[src/rtl/smaesh_arb_pkg.sv]
// Shared constants for the smaesh stream arbiter: FSM encoding and default stream masks.
package smaesh_arb_pkg;

    localparam int unsigned ST_W = 2;

    localparam logic [ST_W-1:0] StIdle  = 2'd0;
    localparam logic [ST_W-1:0] StStart = 2'd1;
    localparam logic [ST_W-1:0] StBusy  = 2'd2;

    // Default layout: 0 = seed, 1 = key, 2 = data.
    localparam logic [2:0] DEF_NEED_SEED_MASK = 3'b110;
    localparam logic [2:0] DEF_READY_PULSE    = 3'b001;

endpackage

[src/rtl/smaesh_arb_prio_sel.sv]
// Combinational winner select: lowest-index boosted stream, else lowest-index eligible stream.
module smaesh_arb_prio_sel #(
    parameter int unsigned NCH = 3,
    parameter int unsigned IW  = 2
) (
    input  logic [NCH-1:0] eligible,
    input  logic [NCH-1:0] boosted,
    output logic [NCH-1:0] grant_oh,
    output logic [IW-1:0]  grant_idx,
    output logic           grant_any
);

    logic [NCH-1:0] pick;

    assign pick      = (|boosted) ? boosted : eligible;
    assign grant_any = |eligible;

    always_comb begin
        grant_oh  = '0;
        grant_idx = '0;
        // Walk downwards so the lowest set index is the last one written.
        for (int i = int'(NCH) - 1; i >= 0; i--) begin
            if (pick[i]) begin
                grant_oh    = '0;
                grant_oh[i] = 1'b1;
                grant_idx   = IW'(i);
            end
        end
    end

endmodule

[src/rtl/smaesh_stream_arbiter.sv]
// Registered fixed-priority arbiter with aging, seed gating and per-stream ready modes,
// handing one of NCH input streams to its processing unit at a time.
module smaesh_stream_arbiter
    import smaesh_arb_pkg::*;
#(
    parameter int unsigned    NCH            = 3,
    parameter logic [NCH-1:0] NEED_SEED_MASK = NCH'(DEF_NEED_SEED_MASK),
    parameter logic [NCH-1:0] READY_PULSE    = NCH'(DEF_READY_PULSE),
    parameter int unsigned    AGE_MAX        = 4,
    parameter int unsigned    AGE_W          = 3,
    parameter int unsigned    START_TO       = 15,
    parameter int unsigned    TO_W           = 4,
    parameter int unsigned    IW             = $clog2(NCH)
) (
    input  logic           clk,
    input  logic           rst,
    input  logic [NCH-1:0] in_valid,
    output logic [NCH-1:0] in_ready,
    input  logic [NCH-1:0] unit_in_ready,
    input  logic [NCH-1:0] unit_busy,
    input  logic           prng_seeded,
    output logic [NCH-1:0] unit_start,
    output logic [NCH-1:0] unit_valid,
    output logic [IW-1:0]  owner_idx,
    output logic           arb_busy,
    output logic           err_timeout
);

    localparam logic [AGE_W-1:0] AGE_SAT = {AGE_W{1'b1}};

    logic [ST_W-1:0]  state_q, state_d;
    logic [IW-1:0]    owner_q, owner_d;
    logic [TO_W-1:0]  cnt_q, cnt_d;
    logic [AGE_W-1:0] age_q [NCH];
    logic [AGE_W-1:0] age_d [NCH];
    logic [NCH-1:0]   prev_busy_q;
    logic             start_q, start_d;
    logic             err_q, err_d;

    logic [NCH-1:0] eligible, boosted, win_oh, owner_oh;
    logic [IW-1:0]  win_idx;
    logic           win_any, owner_busy;

    assign eligible = in_valid & (~NEED_SEED_MASK | {NCH{prng_seeded}});

    always_comb begin
        boosted  = '0;
        owner_oh = '0;
        for (int i = 0; i < int'(NCH); i++) begin
            boosted[i]  = eligible[i] && (age_q[i] >= AGE_W'(AGE_MAX));
            owner_oh[i] = (owner_q == IW'(i));
        end
    end

    assign owner_busy = |(unit_busy & owner_oh);

    smaesh_arb_prio_sel #(
        .NCH (NCH),
        .IW  (IW)
    ) u_prio_sel (
        .eligible  (eligible),
        .boosted   (boosted),
        .grant_oh  (win_oh),
        .grant_idx (win_idx),
        .grant_any (win_any)
    );

    always_comb begin
        state_d = state_q;
        owner_d = owner_q;
        cnt_d   = cnt_q;
        start_d = 1'b0;
        err_d   = err_q;
        for (int i = 0; i < int'(NCH); i++) age_d[i] = age_q[i];
        case (state_q)
            StIdle: begin
                if (win_any) begin
                    state_d = StStart;
                    owner_d = win_idx;
                    cnt_d   = TO_W'(1);   // counts START cycles, including the first
                    start_d = 1'b1;
                    for (int i = 0; i < int'(NCH); i++) begin
                        if (win_oh[i]) begin
                            age_d[i] = '0;
                        end else if (eligible[i] && (age_q[i] != AGE_SAT)) begin
                            age_d[i] = age_q[i] + 1'b1;
                        end
                    end
                end
            end
            StStart: begin
                if (owner_busy) begin
                    state_d = StBusy;
                end else if (cnt_q == TO_W'(START_TO)) begin
                    state_d = StIdle;
                    err_d   = 1'b1;
                end else begin
                    cnt_d = cnt_q + 1'b1;
                end
            end
            StBusy: begin
                if (!owner_busy) state_d = StIdle;
            end
            default: state_d = StIdle;
        endcase
    end

    always_ff @(posedge clk) begin
        if (rst) begin
            state_q     <= StIdle;
            owner_q     <= '0;
            cnt_q       <= '0;
            start_q     <= 1'b0;
            err_q       <= 1'b0;
            prev_busy_q <= '0;
            for (int i = 0; i < int'(NCH); i++) age_q[i] <= '0;
        end else begin
            state_q     <= state_d;
            owner_q     <= owner_d;
            cnt_q       <= cnt_d;
            start_q     <= start_d;
            err_q       <= err_d;
            prev_busy_q <= unit_busy;
            for (int i = 0; i < int'(NCH); i++) age_q[i] <= age_d[i];
        end
    end

    assign arb_busy    = (state_q != StIdle);
    assign owner_idx   = arb_busy ? owner_q : '0;
    assign err_timeout = err_q;
    assign unit_start  = start_q ? owner_oh : '0;
    assign unit_valid  = arb_busy ? (in_valid & owner_oh) : '0;

    always_comb begin
        in_ready = '0;
        for (int i = 0; i < int'(NCH); i++) begin
            if (arb_busy && owner_oh[i]) begin
                in_ready[i] = READY_PULSE[i] ? (unit_busy[i] & ~prev_busy_q[i])
                                             : unit_in_ready[i];
            end
        end
    end

endmodule

[config.mk]
export PLATFORM = sky130hd
export DESIGN_NAME = smaesh_stream_arbiter
export DESIGN_NICKNAME = d
export VERILOG_FILES = /design/src/rtl/smaesh_arb_pkg.sv /design/src/rtl/smaesh_arb_prio_sel.sv /design/src/rtl/smaesh_stream_arbiter.sv
export SDC_FILE = /design/constraint.sdc
export NUM_CORES = 1
export LEC_CHECK = 0
export ABC_AREA = 0
export CELL_PAD_IN_SITES_DETAIL_PLACEMENT = 2
export CELL_PAD_IN_SITES_GLOBAL_PLACEMENT = 2
export CORE_AREA = 2 2 67 69
export CTS_CLUSTER_DIAMETER = 100
export DETAILED_ROUTE_END_ITERATION = 7
export DIE_AREA = 0 0 69 71
export GPL_ROUTABILITY_DRIVEN = 0
export PLACE_DENSITY = 0.78
export SLEW_MARGIN = 20
export SYNTH_ARGS = -nofsm -noshare
export SYNTH_HDL_FRONTEND = slang
export SYNTH_HIERARCHICAL = 1
export SYNTH_SLANG_ARGS = --single-unit
[constraint.sdc]
create_clock -name clk -period 1.8 [get_ports clk]
set_input_delay 0.27 -clock clk [delete_from_list [all_inputs] [get_ports clk]]
set_output_delay 0.27 -clock clk [all_outputs]
set_load 0.03 [all_outputs]
==> results of run 1 <==
==> placed cells by master (no fill, tap or decap), types with 2 or more instances in the layout <==
master           instances
and3b_1                  3
nand4b_1                 7
dlymetal6s2s_1           4
nor3_1                   2
and3_1                   6
dlygate4sd2_1            4
clkbuf_8                 4
and2_1                   4
ha_1                     7
buf_4                   32
a21oi_1                  8
nand2_1                 13
mux2i_1                  4
a31o_1                   2
clkdlybuf4s50_1          7
inv_1                    3
and2_4                   2
nor3b_1                  2
o21ai_2                  3
dfxtp_1                 20
a31oi_1                  3
nor2b_1                  4
a22oi_1                  2
nor2_1                  12
==> per-layer routing <==
metal  wire length (um)  track usage
met1               1780        0.209
met2               2210        0.345
met3                122       0.0256
met4                 62       0.0654
met5                  0            0
==> per-stage QoR <==
stage / utilization / power [W] / setup TNS (ns) / cell area, um2
global route: 0.421 / 0.00127 / 0 / 1770
finish: 0.421 / 0.00121 / 0 / 1770
CTS: 0.416 / 0.00121 / 0 / 1750
global placement: 0.386 / 0.000790 / -4.15 / 1620
detailed placement: 0.386 / 0.000810 / -5.97 / 1620
floorplan: - / 0.000667 / 0 / 1240
==> what timing repair did <==
item,4_1_cts,5_1_grt
resized for setup,17,7
endpoints found under the setup margin,19,9
setup buffers,3,0
pin swaps,4,2
==> worst max-delay path, stage by stage <==
cell and delay (ns):
clkdlybuf4s15_1 0.24, and2_4 0.18, or3_4 0.37, nor3b_4 0.18
or3_1 0.39, a31oi_1 0.20, a31o_1 0.12
==> path summary, 6_finish.rpt <==
| check | startpoint | endpoint | slack, ns |
|---|---|---|---|
| worst min register to register | age_q[0][1] | age_q[0][1] | 0.47 |
| worst max-delay path | prng_seeded | cnt_q[3] | 0.05 |
| worst min-delay path | age_q[0][1] | age_q[0][1] | 0.47 |
| worst max register to register | age_q[0][8] | age_q[0][0] | 0.24 |
==> power by group <==
| part | internal (W) | switching [W] |
|---|---|---|
| Clock | 0.000195 | 0.000175 |
| Sequential | 0.000465 | 0.0000199 |
| Combinational | 0.000176 | 0.000175 |
==> cells by family (layout without fill, tap and decap cells) <==
kind of cell             count (synthesis)  after routing  synth area share
flip-flops                              20             20             0.327
XOR/XNOR                                 1              1           0.00716
adder cells (fa/ha/maj)                  7              7            0.0716
multiplexers                             4              4            0.0327
buffers and inverters                   11             55            0.0542
AND/OR/NAND/NOR                         66             66             0.330
AO/OA/AOI/OAI                           28             28             0.177
==> sequential cells by signal, summed over array words and instances (netlist names) <==
signal       flops
age_q            9
cnt_q            4
owner_q          2
state_q          2
err_timeout      1
prev_busy_q      1
start_q          1
==> layout make-up <==
| class | count | area (um2) | share of cell area |
|---|---|---|---|
| Multi-Input combinational cell | 106 | 833 | 0.471 |
| Timing Repair Buffer | 48 | 405 | 0.229 |
| Sequential cell | 20 | 400 | 0.226 |
| Tap cell | 52 | 65.1 | 0.0367 |
| Clock buffer | 4 | 55.1 | 0.0311 |
| Inverter | 3 | 11.3 | 0.00636 |
==> results.ini, run 1 <==
[logic_synthesis]
syn_nets = 156
async_reset_ff_frac = 0
netlist_top_cells_count = dfxtp_1, nand2_1, nor2_1
postSynthCellCount = 137
yosys.area.top_type_share = 0.327
yosys-top-cells-area = dfxtp_1, ha_1, nand4b_1, nand2_1, nor2_1
seq_area_frac_synth = 0.327
ys_warn_count = 6
yosys.area.top_type = dfxtp_1
synth-seq-cells = 20
synth_edf_count = 0
synth_area_mm2 = 0.00122
synthFlopType = dfxtp_1
ys_types = 42
syn_avg_cell_area_um2 = 8.93
yosys.cell_count.top_type = dfxtp_1

[detailed_routing]
routedWlPerCell_um = 17.9
num_vias = 1199
drt_iter0_drc = 29
totalWireLength_um = 4180
drt_first_pass_iters = 4
antenna_left = 0
vias_per_cell = 5.15
drc = 0

[global_route]
grt_max_degree = 14
grt_pass1_wl_um = 7110
grt_pass1_vias = 1366
antenna_found_initial = 0
grt_use_total = 0.183
grt_overflow = 0

[sta]
worstMarginPinSlew_ns = 0.309
rsz0062_at_grt = no
setup_ws_ns = 0.0501
max_slew_margin = 0.788
setup_viol = 0
skew_ns = 0.0119
hold_viol = 0
fin_crit_sh = 0.972
hold_ws_ns = 0.469
drv_slew = 0
fin_crit_ns = 1.75
max_freq_mhz = 571

[clock_network]
cts_tree = yes
path_clk_slew_ns = 0.09
insertion_delay_ns = 0.27
clockBufferDepth = 2
clockRootBuffer = clkbuf_8
htree_levels = 1
cts_hold_buffers = 0
numCtsBuffers = 3
cts.sinks = 20

[place]
dp.final_hpwl_um = 3140
io_buffers = 23
dp_cells = 226
preCtsSetupSlack_ns = -0.469

[hold_path]
holdCritPathClass = flip-flop to flip-flop
holdPathStages = 2

[worst_setup_path]
critPathKind = primary input to flip-flop
startpoint_type = primary input
worstRegToRegCells = 7
crit_fanout = 6
critPathRequiredTime_ns = 2.01
cp.arrival_ns = 1.96
cp-end-kind = flip-flop

[pwr]
total_leakage_power_nw = 0.825
cellPowerDensity_mw_per_mm2 = 681
worst_ir_drop_vdd_mv = 0.249

[layout]
drive_gt1_frac = 0.315
area_growth_pct = 44.7
final_nets = 201
fillers = 464
layout.cells.non_filler = 233
num_antenna_cells = 0

[floorplan]
pin_count = 25
die_area_mm2 = 0.00490
die_height_um = 71
rows = 24
core_area_mm2 = 0.00420
die_x_um = 69
initial_utilization = 0.291

[flow_run]
drv_cap = 0

[status]
status = completed

Power figures use the tool's default switching activity.
==> run 2: changes to the inputs <==
==> constraint.sdc (replaced) <==
create_clock -name clk -period 1.8 [get_ports clk]
set_input_delay 0.27 -clock clk [delete_from_list [all_inputs] [get_ports clk]]
set_output_delay 0.27 -clock clk [all_outputs]
set_load 0.1 [all_outputs]
==> run 2 against run 1 <==
  * Critical path type is now flip-flop to primary output
  * Final area is 7.3% higher
  * Critical path depth down 3
  * Sequential share of layout area shrank 1.1 points
  * Critical endpoint is now unit_valid[2]
==> results.ini, run 2 (same netlist as run 1, synthesis figures left out) <==
[status]
status = completed

[floorplan]
pin_count = 25  ; unchanged
initial_utilization = 0.291  ; unchanged
die_height_um = 71  ; unchanged
die_x_um = 69  ; unchanged
core_area_mm2 = 0.00420  ; unchanged
die_area_mm2 = 0.00490  ; unchanged
rows = 24  ; unchanged

[global_route]
grt_overflow = 0  ; unchanged
grt_pass1_vias = 1428  ; +4.5%
grt_max_degree = 21  ; +7
antenna_found_initial = 0  ; unchanged
grt_use_total = 0.201  ; +0.0178
grt_pass1_wl_um = 7750  ; +8.9%

[layout]
layout.cells.non_filler = 225  ; -3.4%
num_antenna_cells = 0  ; unchanged
final_nets = 193  ; -4.0%
drive_gt1_frac = 0.370  ; +0.0550
finalInstanceArea_mm2 = 0.00190  ; +7.3%
largest_reg_flops = 9  ; unchanged
area_growth_pct = 55.3
top_register = age_q
top_regs = age_q (9), cnt_q (4)
final_common_cell = buf_4
final_cell_mix = buf_4, dfxtp_1, nand2_1, buf_12, nor2_1

[worst_setup_path]
worstRegToRegCells = 7  ; unchanged
cp_cell_sequence = nor2_4 > clkinvlp_4 > and3_4 > buf_12
critPathKind = flip-flop to primary output
r2r-end = age_q[0][3]
crit_fanout = 6  ; unchanged
r2r_slack_ns = 0.21  ; -0.03 ns
critPathRequiredTime_ns = 1.53  ; -0.48 ns
cp.arrival_ns = 1.46  ; -0.50 ns
cp-end-kind = primary output
critPathTopFamily = simple AND/OR/NAND/NOR gates
path_buf_inv = 2  ; +1
slowest_delay_ns = 0.40  ; about the same
reg2reg_from = age_q[0][8]
cpMaxStageDelayCell = dfxtp_4
startpoint_type = flip-flop

[flow_run]
drv_cap = 0  ; unchanged

[detailed_routing]
drt_iter0_drc = 20  ; -31%
drt_first_pass_iters = 6  ; +2
antenna_left = 0  ; unchanged
num_vias = 1215  ; +1.3%
drc = 0  ; unchanged
totalWireLength_um = 4720  ; +13%
routedWlPerCell_um = 21.0  ; +17%
vias_per_cell = 5.40  ; +4.9%

[clock_network]
clockRootBuffer = clkbuf_8
numCtsBuffers = 3  ; unchanged
clockBufferDepth = 2  ; unchanged
cts_hold_buffers = 0  ; unchanged
cts.sinks = 20  ; unchanged
insertion_delay_ns = 0.27  ; about the same
cts_tree = yes
path_clk_slew_ns = 0.09  ; about the same
htree_levels = 1  ; unchanged

[hold_path]
holdPathStages = 2  ; unchanged
holdCritPathClass = flip-flop to flip-flop
holdPathEnd = age_q[0][1]
min_from = age_q[0][1]

[sta]
setup_ws_ns = 0.0656  ; +0.0155 ns
max_slew_margin = 0.695  ; -0.0928
worstMarginPinSlew_ns = 0.456  ; +0.148 ns
max_freq_mhz = 577  ; +0.89%
fin_crit_ns = 1.73  ; -0.0155 ns
drv_slew = 0  ; unchanged
fin_crit_sh = 0.964  ; -0.00861
hold_viol = 0  ; unchanged
setup_viol = 0  ; unchanged
skew_ns = 0.00678  ; -0.00511 ns

[place]
dp.final_hpwl_um = 3340  ; +6.3%
placed_cell_area_mm2 = 0.00177  ; +9.2%
dp_cells = 220  ; -2.7%
preCtsSetupSlack_ns = -0.507  ; -0.0373 ns
io_buffers = 23  ; unchanged

[pwr]
p_int_w = 0.000953  ; +14%
worst_ir_drop_vdd_mv = 0.250  ; +0.18%
clock_power_share = 0.334  ; +0.027
total_leakage_power_nw = 0.789  ; -4.4%
power_frac_seq = 0.356  ; -0.046
cellPowerDensity_mw_per_mm2 = 745  ; +9.4%
switching_power_w = 0.000463  ; +25%
pwr-share-comb = 0.310  ; +0.019
swShare = 0.327  ; +0.0198

## run 2: cell count changes in the layout (fill, tap and decap cells not counted), moves of 3 or more
cell            previous run  this run
buf_12                     0        12
buf_4                     32        18
dfxtp_1                   20        17
dlymetal6s2s_1             4         0
## run 2: area by class of cell
cell class	instances	area [um2]
clock buffer	3	41.3
clock inverter	1	30.0
fill	442	2300
inverter	3	15.0
multi-input combinational	106	868
sequential	20	409
tap	52	65.1
timing repair buffer	40	472
## run 2: how the worst max path moves through the flow
stage / start / endpoint / depth (start not counted)
after floorplan: state_q[0] / in_ready[0] / 4
after global placement: prng_seeded / cnt_q[3] / 7
after detailed placement: prng_seeded / cnt_q[3] / 7
after CTS: owner_q[1] / unit_start[2] / 3
after global routing: state_q[1] / unit_valid[2] / 4
final: state_q[1] / unit_valid[2] / 4
## run 2: through the flow
stage	setup TNS, ns	util	hold slack [ns]	total power [W]
floorplan	-0.139	-	0.398	0.000754
global placement	-4.55	0.422	0.443	0.000892
detailed placement	-6.50	0.422	0.465	0.000919
CTS	0	0.446	0.476	0.00140
global route	-0.0163	0.452	0.500	0.00147
finish	0	0.452	0.474	0.00142
## run 2: power groups by stage
stage	clock network (W)	registers, W	logic (W)
2_1_floorplan	0	0.000491	0.000263
3_3_place_gp	0	0.000505	0.000387
3_5_place_dp	0	0.000508	0.000411
4_1_cts	0.000475	0.000501	0.000428
5_1_grt	0.000502	0.000507	0.000462
6_report	0.000472	0.000504	0.000439
## run 2: worst register-to-register path: cells and delay by family (launching register included)
family          cells  cell delay, ns
simple gates        4            0.67
flops               1            0.34
compound gates      1            0.20
buf+inv             1            0.17
mux                 1            0.12
## run 2: routing by layer
metal | track usage | part of all wire | up-vias
met5 | 0 | 0 | -
met4 | 0.0915 | 0.031 | 0
met3 | 0.0313 | 0.030 | 10
met2 | 0.371 | 0.52 | 34
met1 | 0.226 | 0.42 | 601
li1 | - | - | 570
## run 2: what timing repair did
| action | CTS | global route |
|---|---|---|
| resized for setup | 12 | 6 |
| setup endpoints to repair | 18 | 8 |
| setup buffers | 0 | 1 |
| cloned | 0 | 0 |
| pin swaps | 1 | 0 |
==> run 3: changes to the inputs <==
- MAX_ROUTING_LAYER: not set -> met4
==> run 3 against run 2 <==
  * Fmax down 0.53%
  * Critical path type is now primary input to flip-flop
  * Clock skew about the same
  * Power about the same
  * Hold slack better by 0.0014 ns
  * Register-to-register slack about the same
  * Highest routed layer unchanged
  * Final area unchanged
==> results.ini, run 3 (same netlist as run 1, synthesis figures left out) <==
[clock_network]
clockRootBuffer = clkbuf_8
path_clk_slew_ns = 0.08  ; about the same
clockBufferDepth = 2  ; unchanged
cts_tree = yes
cts_hold_buffers = 0  ; unchanged
cts.sinks = 20  ; unchanged
htree_levels = 1  ; unchanged
insertion_delay_ns = 0.27  ; about the same
numCtsBuffers = 3  ; unchanged

[place]
placed_cell_area_mm2 = 0.00177  ; unchanged
preCtsSetupSlack_ns = -0.507  ; unchanged
io_buffers = 23  ; unchanged
dp.final_hpwl_um = 3340  ; unchanged

[pwr]
switching_power_w = 0.000463  ; about the same
clock_power_share = 0.334  ; about the same
power_frac_seq = 0.356  ; about the same
swShare = 0.327  ; about the same
total_leakage_power_nw = 0.789  ; unchanged
cellPowerDensity_mw_per_mm2 = 745  ; about the same
worst_ir_drop_vdd_mv = 0.250  ; about the same
pwr-share-comb = 0.311  ; about the same
p_int_w = 0.000953  ; about the same

[global_route]
grt_pass1_vias = 1429  ; +0.070%
grt_pass1_wl_um = 7740  ; about the same
antenna_found_initial = 0  ; unchanged
grt_max_degree = 21  ; unchanged
grt_use_total = 0.207  ; +0.00611
grt_overflow = 0  ; unchanged

[sta]
fin_crit_sh = 0.969  ; +0.00509
tns_ns = 0  ; unchanged
fin_crit_ns = 1.74  ; +0.00917 ns
worstMarginPinSlew_ns = 0.456  ; -0.000175 ns
setup_viol = 0  ; unchanged
hold_viol = 0  ; unchanged
max_slew_margin = 0.696  ; about the same
setup_ws_ns = 0.0565  ; -0.00917 ns
max_freq_mhz = 574  ; -0.53%
skew_ns = 0.00727  ; +0.000498 ns
drv_slew = 0  ; unchanged

[hold_path]
holdCritPathClass = flip-flop to flip-flop
holdPathStages = 2  ; unchanged

[layout]
final_nets = 193  ; unchanged
drive_gt1_frac = 0.370  ; unchanged
final_util = 0.452  ; unchanged
num_antenna_cells = 0  ; unchanged
top_register = age_q
largest_reg_flops = 9  ; unchanged
finalInstanceArea_mm2 = 0.00190  ; unchanged
area_growth_pct = 55.3  ; unchanged
final_cell_mix = buf_4, dfxtp_1, nand2_1, buf_12, nor2_1
final_common_cell = buf_4
top_regs = age_q (9), cnt_q (4)

[worst_setup_path]
worstRegToRegCells = 7  ; unchanged
crit_fanout = 6  ; unchanged
cp.arrival_ns = 1.89  ; +0.43 ns
cp-end-kind = flip-flop
critPathKind = primary input to flip-flop
startpoint_type = primary input
critPathRequiredTime_ns = 1.95  ; +0.42 ns

[floorplan]
pin_count = 25  ; unchanged
rows = 24  ; unchanged
die_area_mm2 = 0.00490  ; unchanged
core_area_mm2 = 0.00420  ; unchanged
die_x_um = 69  ; unchanged
initial_utilization = 0.291  ; unchanged
die_height_um = 71  ; unchanged

[detailed_routing]
totalWireLength_um = 4710  ; -0.17%
drt_first_pass_iters = 4  ; -2
num_vias = 1214  ; -0.082%
drt_iter0_drc = 27  ; +35%
routedWlPerCell_um = 20.9  ; -0.17%
vias_per_cell = 5.40  ; about the same
antenna_left = 0  ; unchanged
drc = 0  ; unchanged

[flow_run]
drv_cap = 0  ; unchanged

[status]
status = completed

run 3: cell counts in the layout (fill, tap and decap cells not counted):
No cell type changed its count.
run 3: per-layer routing:
metal | track usage | wire length, um
met1 | 0.226 | 1960
met2 | 0.371 | 2470
met3 | 0.0313 | 127
met4 | 0.0915 | 144
met5 | - | 0
run 3: worst paths after layout:
kind | endpoint | slack, ns | startpoint
worst max-delay path | age_q[0][3] | 0.06 | in_valid[0]
worst min-delay path | age_q[0][1] | 0.48 | age_q[0][1]
worst max register to register | age_q[0][3] | 0.20 | age_q[0][8]
worst min register to register | age_q[0][1] | 0.48 | age_q[0][1]
run 3: power groups by stage:
stage	registers (W)	clock network, W	logic [W]
floorplan	0.000491	0	0.000263
global placement	0.000505	0	0.000387
CTS	0.000501	0.000475	0.000428
finish	0.000503	0.000473	0.000440
global route	0.000507	0.000502	0.000462
detailed placement	0.000508	0	0.000411
run 3: cell type report:
cell class	instances	area, um2
Fill cell	442	2300
Multi-Input combinational cell	106	868
Clock inverter	1	30.0
Inverter	3	15.0
Clock buffer	3	41.3
Sequential cell	20	409
Tap cell	52	65.1
Timing Repair Buffer	40	472
run 3: critical path, stage by stage:
cell             delay (ns)
clkdlybuf4s50_1        0.44
buf_4                  0.18
or3b_1                 0.40
a21oi_2                0.20
buf_4                  0.17
nor2_1                 0.05
mux2i_1                0.12
nor2_1                 0.07
run 3: what timing repair did:
item	in CTS	in global routing
pin swaps	1	0
setup buffers	0	1
resized for setup	12	6
endpoints found under the setup margin	18	8
run 3: stage by stage:
step	instances	power [W]	hold slack, ns
after detailed placement	220	0.000919	0.465
after CTS	224	0.00140	0.476
final	225	0.00142	0.476
after global placement	220	0.000892	0.443
after floorplan	137	0.000754	0.398
after global routing	225	0.00147	0.500
